## src/rtl/weight_mem_loader.sv

```systemverilog
// Weight memory loader: streams weight words into one neuron's weight memory
// of this layer, in address order, then pulses done.
module weight_mem_loader #(
  parameter int unsigned layerNo      = 1,
  parameter int unsigned numNeurons   = 64,
  parameter int unsigned numWeight    = 784,
  parameter int unsigned addressWidth = 10,
  parameter int unsigned dataWidth    = 16
) (
  input  logic                    clk,
  input  logic                    rst,
  input  logic                    start,
  input  logic [31:0]             cfg_layer,
  input  logic [31:0]             cfg_neuron,
  input  logic                    s_valid,
  input  logic [dataWidth-1:0]    s_data,
  output logic                    s_ready,
  output logic                    wen,
  output logic [numNeurons-1:0]   wsel,
  output logic [addressWidth-1:0] waddr,
  output logic [dataWidth-1:0]    wdata,
  output logic                    busy,
  output logic                    done,
  output logic                    err
);

  // One spare bit so the count can reach numWeight without wrapping.
  localparam int unsigned CntW = addressWidth + 1;

  typedef enum logic [1:0] {
    IDLE = 2'd0,
    LOAD = 2'd1,
    DONE = 2'd2
  } state_e;

  state_e                  state_q;
  logic [CntW-1:0]         count_q;
  logic                    wen_q;
  logic                    done_q;
  logic                    err_q;
  logic [numNeurons-1:0]   wsel_q;
  logic [addressWidth-1:0] waddr_q;
  logic [dataWidth-1:0]    wdata_q;

  logic                    cfg_ok_c;
  logic                    hs_c;
  logic                    last_c;
  logic [numNeurons-1:0]   wsel_d;

  // Request validation, handshake, last-word detect and one-hot decode.
  always_comb begin
    cfg_ok_c = (cfg_layer == 32'(layerNo)) && (cfg_neuron < 32'(numNeurons));
    hs_c     = (state_q == LOAD) && s_valid;
    last_c   = (count_q == CntW'(numWeight - 1));
    wsel_d   = '0;
    for (int unsigned i = 0; i < numNeurons; i++) begin
      wsel_d[i] = (cfg_neuron == 32'(i));
    end
  end

  // Control FSM with registered write port and status pulses.
  always_ff @(posedge clk) begin
    if (rst) begin
      state_q <= IDLE;
      count_q <= '0;
      wen_q   <= 1'b0;
      done_q  <= 1'b0;
      err_q   <= 1'b0;
      wsel_q  <= '0;
      waddr_q <= '0;
      wdata_q <= '0;
    end else begin
      wen_q  <= 1'b0;
      done_q <= 1'b0;
      err_q  <= 1'b0;
      case (state_q)
        IDLE: begin
          if (start) begin
            if (cfg_ok_c) begin
              wsel_q  <= wsel_d;
              count_q <= '0;
              state_q <= LOAD;
            end else begin
              err_q <= 1'b1;
            end
          end
        end
        LOAD: begin
          if (hs_c) begin
            wen_q   <= 1'b1;
            waddr_q <= count_q[addressWidth-1:0];
            wdata_q <= s_data;
            count_q <= count_q + CntW'(1);
            if (last_c) begin
              state_q <= DONE;
              done_q  <= 1'b1;
            end
          end
        end
        DONE: begin
          state_q <= IDLE;
        end
        default: begin
          state_q <= IDLE;
        end
      endcase
    end
  end

  // Ready and busy are decoded from the state register only.
  assign s_ready = (state_q == LOAD);
  assign busy    = (state_q == LOAD);
  assign wen     = wen_q;
  assign done    = done_q;
  assign err     = err_q;
  assign wsel    = wsel_q;
  assign waddr   = waddr_q;
  assign wdata   = wdata_q;

endmodule

```

## config.mk

```make
export PLATFORM = sky130hd
export DESIGN_NAME = weight_mem_loader
export DESIGN_NICKNAME = d
export VERILOG_FILES = /design/src/rtl/weight_mem_loader.sv
export SDC_FILE = /design/constraint.sdc
export NUM_CORES = 1
export LEC_CHECK = 0
export CAP_MARGIN = 20
export CORE_UTILIZATION = 40
export DETAILED_ROUTE_END_ITERATION = 6
export PLACE_DENSITY_LB_ADDON = 0.15
export SLEW_MARGIN = 40
export SYNTH_ARGS = -nofsm -noshare
export SYNTH_HDL_FRONTEND = slang
export SYNTH_SLANG_ARGS = --single-unit
```

## constraint.sdc

```tcl
create_clock -name clk -period 1.9 [get_ports clk]
set_input_delay 0.285 -clock clk [delete_from_list [all_inputs] [get_ports clk]]
set_output_delay 0.285 -clock clk [all_outputs]
set_load 0.02 [all_outputs]
```

==> metrics.md <==
| Metric | Value |
|---|---|
| Status | finished with violations |
| Failing checks | negative setup slack |
| Type of the worst min-delay path | flop to flop |
| Vias in the first global route | around 4.6k |
| Max-Cap Viols | 0 |
| Pleak | 3.17 nW |
| Worst reg-to-reg setup slack | roughly 0.22 ns |
| Layout cells sized above 1 | around 16% |
| Gpl congestion | about 0.88 |
| Crit path launch type | input port |
| Fill cells | just under 900 |
| Vias after detailed routing | 4,632 |
| Largest net degree at the start of global routing | 80 |
| Yosys synthesis warning count | 0 |
| CTS tree | done |
| PD cells | about 570 nW/um^2 |
| Pins over their slew limit | 0 |
| Slew HR | between 70% and 80% |
| Grt total ovfl | 0 |
| Vias/cell | roughly 5 |
| Hold Path End | wdata[2] |
| IO Pins | roughly 180 |
| First-pass detailed-route iteration total | 5 |
| Layout overhead on the synthesized area | 61.7% |
| Critical path required time | between 2 and 2.5 ns |
| Asr flop ratio synth | 0% |
| Final WL | 15.2 mm |
| Period utilisation layout | 101% |
| CTS root buf | clkbuf_16 |
| Largest family of logic cells by synthesized area | simple AND/OR/NAND/NOR gates |
| CTS Buffer Depth | 2 |
| Dpl hpwl | a little over 10 mm |
| Mean post-synth cell area | between 8 and 9 sq um |
| CTS HTree Levels | 3 |
| Terminus of the critical flop-to-flop path | count_q[4] |
| Synthesized area | 4630 sq um |
| Die area | 12,000 sq um |
| RSZ-0062 raised after global routing | yes |
| Clk Latency, worst-skew pair | 0.34 ns |
| Clock transition at path regs | around 0.07 ns |
| Iter 0 DRT Violations | ~350 |
| Netlist cell types | 39 |
| Core region area | around 11,000 sq um |
| Post-synthesis register bit count | 106 |
| Total Neg Setup Slack | -0.0330 ns |
| IO buf count | ~180 |
| Crit-path max FO | 6 |
| Min Tclk post-route | 1.92 ns |
| GRT Overall Usage | about 25% |
| Slew @ Worst Pin | 0.440 ns |
| Max Freq | roughly 520 MHz |
| Seq/Total Area, Yosys | a little under half |
| Final setup vio count | 7 |
| Post-synthesis adder-cell area fraction | less than 1% |
| Design Power | ~4.2 mW |
| Clock sinks | between 100 and 150 |
| Number of remaining DRC errors | 0 |
| Final Skew | 0.00808 ns |
| First-pass GRT wire length | ~22 mm |
| Worst EP arrival | about 2.2 ns |
| Worst hold start | wdata[2] |
| Ys flop type | dfxtp_1 |
| Reg2reg start | state_q[0] |
| Post-synthesis mux area share | approximately 14% |
| R2r worst-path depth | 5 |
| Fin worst setup slack | -0.0170 ns |
| Initial core utilization | roughly two fifths |
| # nets final | roughly 840 |
| Height of the die | roughly 110 um |
| Max IR drop VDD | between 300 and 400 uV |
| ANT nets after route | 0 |
| Min-Delay Path Depth | 2 |
| Xor/xnor cell area share of the yosys netlist | 0% |
| TritonCTS Buffers | 9 |
| Post-Synth Simple-Gate Area | approximately 30% |
| CP Capture Type | flop |
| Post-synth EDFFs | 0 |
| Number of inserted diodes | 0 |
| Post-Syn Nets | between 600 and 700 |
| Std cell rows | 38 |
| Post-DR wirelength/cell | between 15 and 20 um |
| Synth Area in Compound Gates | between 7 and 8% |
| DIE WIDTH | around 110 um |
| Antenna violations before repair | 0 |
| Final hold violation count | 0 |
| Mapped Cells | between 500 and 600 |
| Crit path kind | input port to flop |
==> power breakdown <==
part,internal (mW),leakage (nW),switching (mW)
logic,0.170,2.19,0.125
registers,2.22,0.853,0.000244
clock network,0.890,0.121,0.829
==> kinds of logic (layout without fill, tap and decap cells) <==
kind of cell | Yosys count | after routing
buffers and inverters | 34 | 263
and+or+nand+nor | 271 | 272
adders and majority gates | 1 | 1
AOI/OAI and AO/OA | 53 | 53
muxes | 65 | 65
DFF | 106 | 106
==> flip-flops by register name, summed over array words and instances, names as in the netlist <==
register and flops:
wen 1, wsel 64, done 1, wdata 16, count_q 11, err 1
waddr 10, state_q 2
==> routing by layer <==
metal	vias to the layer above	global-route usage, %	routed length [um]
met3	31	4.51	915
met4	0	9.14	361
met1	2167	30.4	6350
met5	-	0	0
met2	183	42.2	7540
li1	2251	-	-
==> worst max-delay path, stage by stage <==
cell             delay, ns
clkdlybuf4s15_1       0.18
nor4_2                0.28
nand4_1               0.21
buf_4                 0.20
nor4_2                0.26
buf_4                 0.19
nand3_4               0.16
buf_12                0.21
mux2i_1               0.19
==> repair_timing <==
action | in CTS | in global routing
hold buffers | 0 | 0
gates resized for setup | 74 | 37
cloned | 2 | 4
buffers inserted | 9 | 1
endpoints found under the setup margin | 72 | 76
pin swaps | 20 | 15
==> cells in the final DEF (no fill, tap or decap), types with 3 or more instances in the layout <==
cell             instances
nand2b_1                69
nor3_1                   9
a31oi_1                  3
nor2_2                   4
and2_1                   3
nor4_2                  11
buf_2                    5
buf_12                   5
nand4_1                  8
clkdlybuf4s15_1          9
a21oi_1                 35
a311oi_1                 3
dfxtp_1                106
dlymetal6s2s_1          13
nor2_1                  21
buf_4                   58
clkdlybuf4s50_1        122
mux2i_1                 63
nand2_1                122
nand3_1                  4
clkbuf_16               12
clkinvlp_4               3
dlygate4sd2_1           26
==> metrics by stage <==
stage / utilization [%] / cells / area [sq um] / setup WS, ns / hold WS [ns]
2_1_floorplan: - / 530 / 4630 / 0.0588 / 0.403
5_1_grt: 67.8 / 900 / 7480 / -0.103 / 0.479
3_3_place_gp: 62.7 / 870 / 6910 / -0.450 / 0.440
3_5_place_dp: 62.7 / 870 / 6910 / -0.510 / 0.449
6_report: 67.8 / 900 / 7480 / -0.0170 / 0.456
4_1_cts: 66.2 / 896 / 7310 / -0.000956 / 0.455
==> synth_stat cells (4+ instances only) <==
cell type  instances  share of area (%)
nand2_1          122                9.9
dfxtp_1          106                 46
nand2b_1          69                9.3
mux2i_1           65                 14
a21oi_1           35                3.8
clkbuf_1          25                2.0
nor2_1            25                2.0
nor4_1            12                1.6
nor3_1            10                1.1
nand4_1            8                1.1
nand3_1            5               0.54
buf_4              4               0.65
==> worst max-delay path by stage <==
stage / cells after the start / slack (ns) / to / from
floorplan: 8 / 0.06 / count_q[5] / state_q[1]
global placement: 8 / -0.45 / wsel[56] / cfg_neuron[9]
detailed placement: 6 / -0.51 / count_q[9] / cfg_neuron[6]
CTS: 10 / -0.001 / wsel[55] / cfg_neuron[8]
global route: 9 / -0.10 / wsel[19] / cfg_layer[29]
finish: 9 / -0.02 / wsel[19] / cfg_layer[29]
==> cell type report <==
cell class	instances	area, sq um	share of cell area (%)
multi-input cells	391	2500	33.5
repair buffers	247	2410	32.2
flip-flops and latches	106	2120	28.4
clock buffers	10	229	3.06
well taps	140	175	2.34
clock inverters	5	40.0	0.535
inverters	1	3.75	0.0502
(Power assumes the default switching activity.)
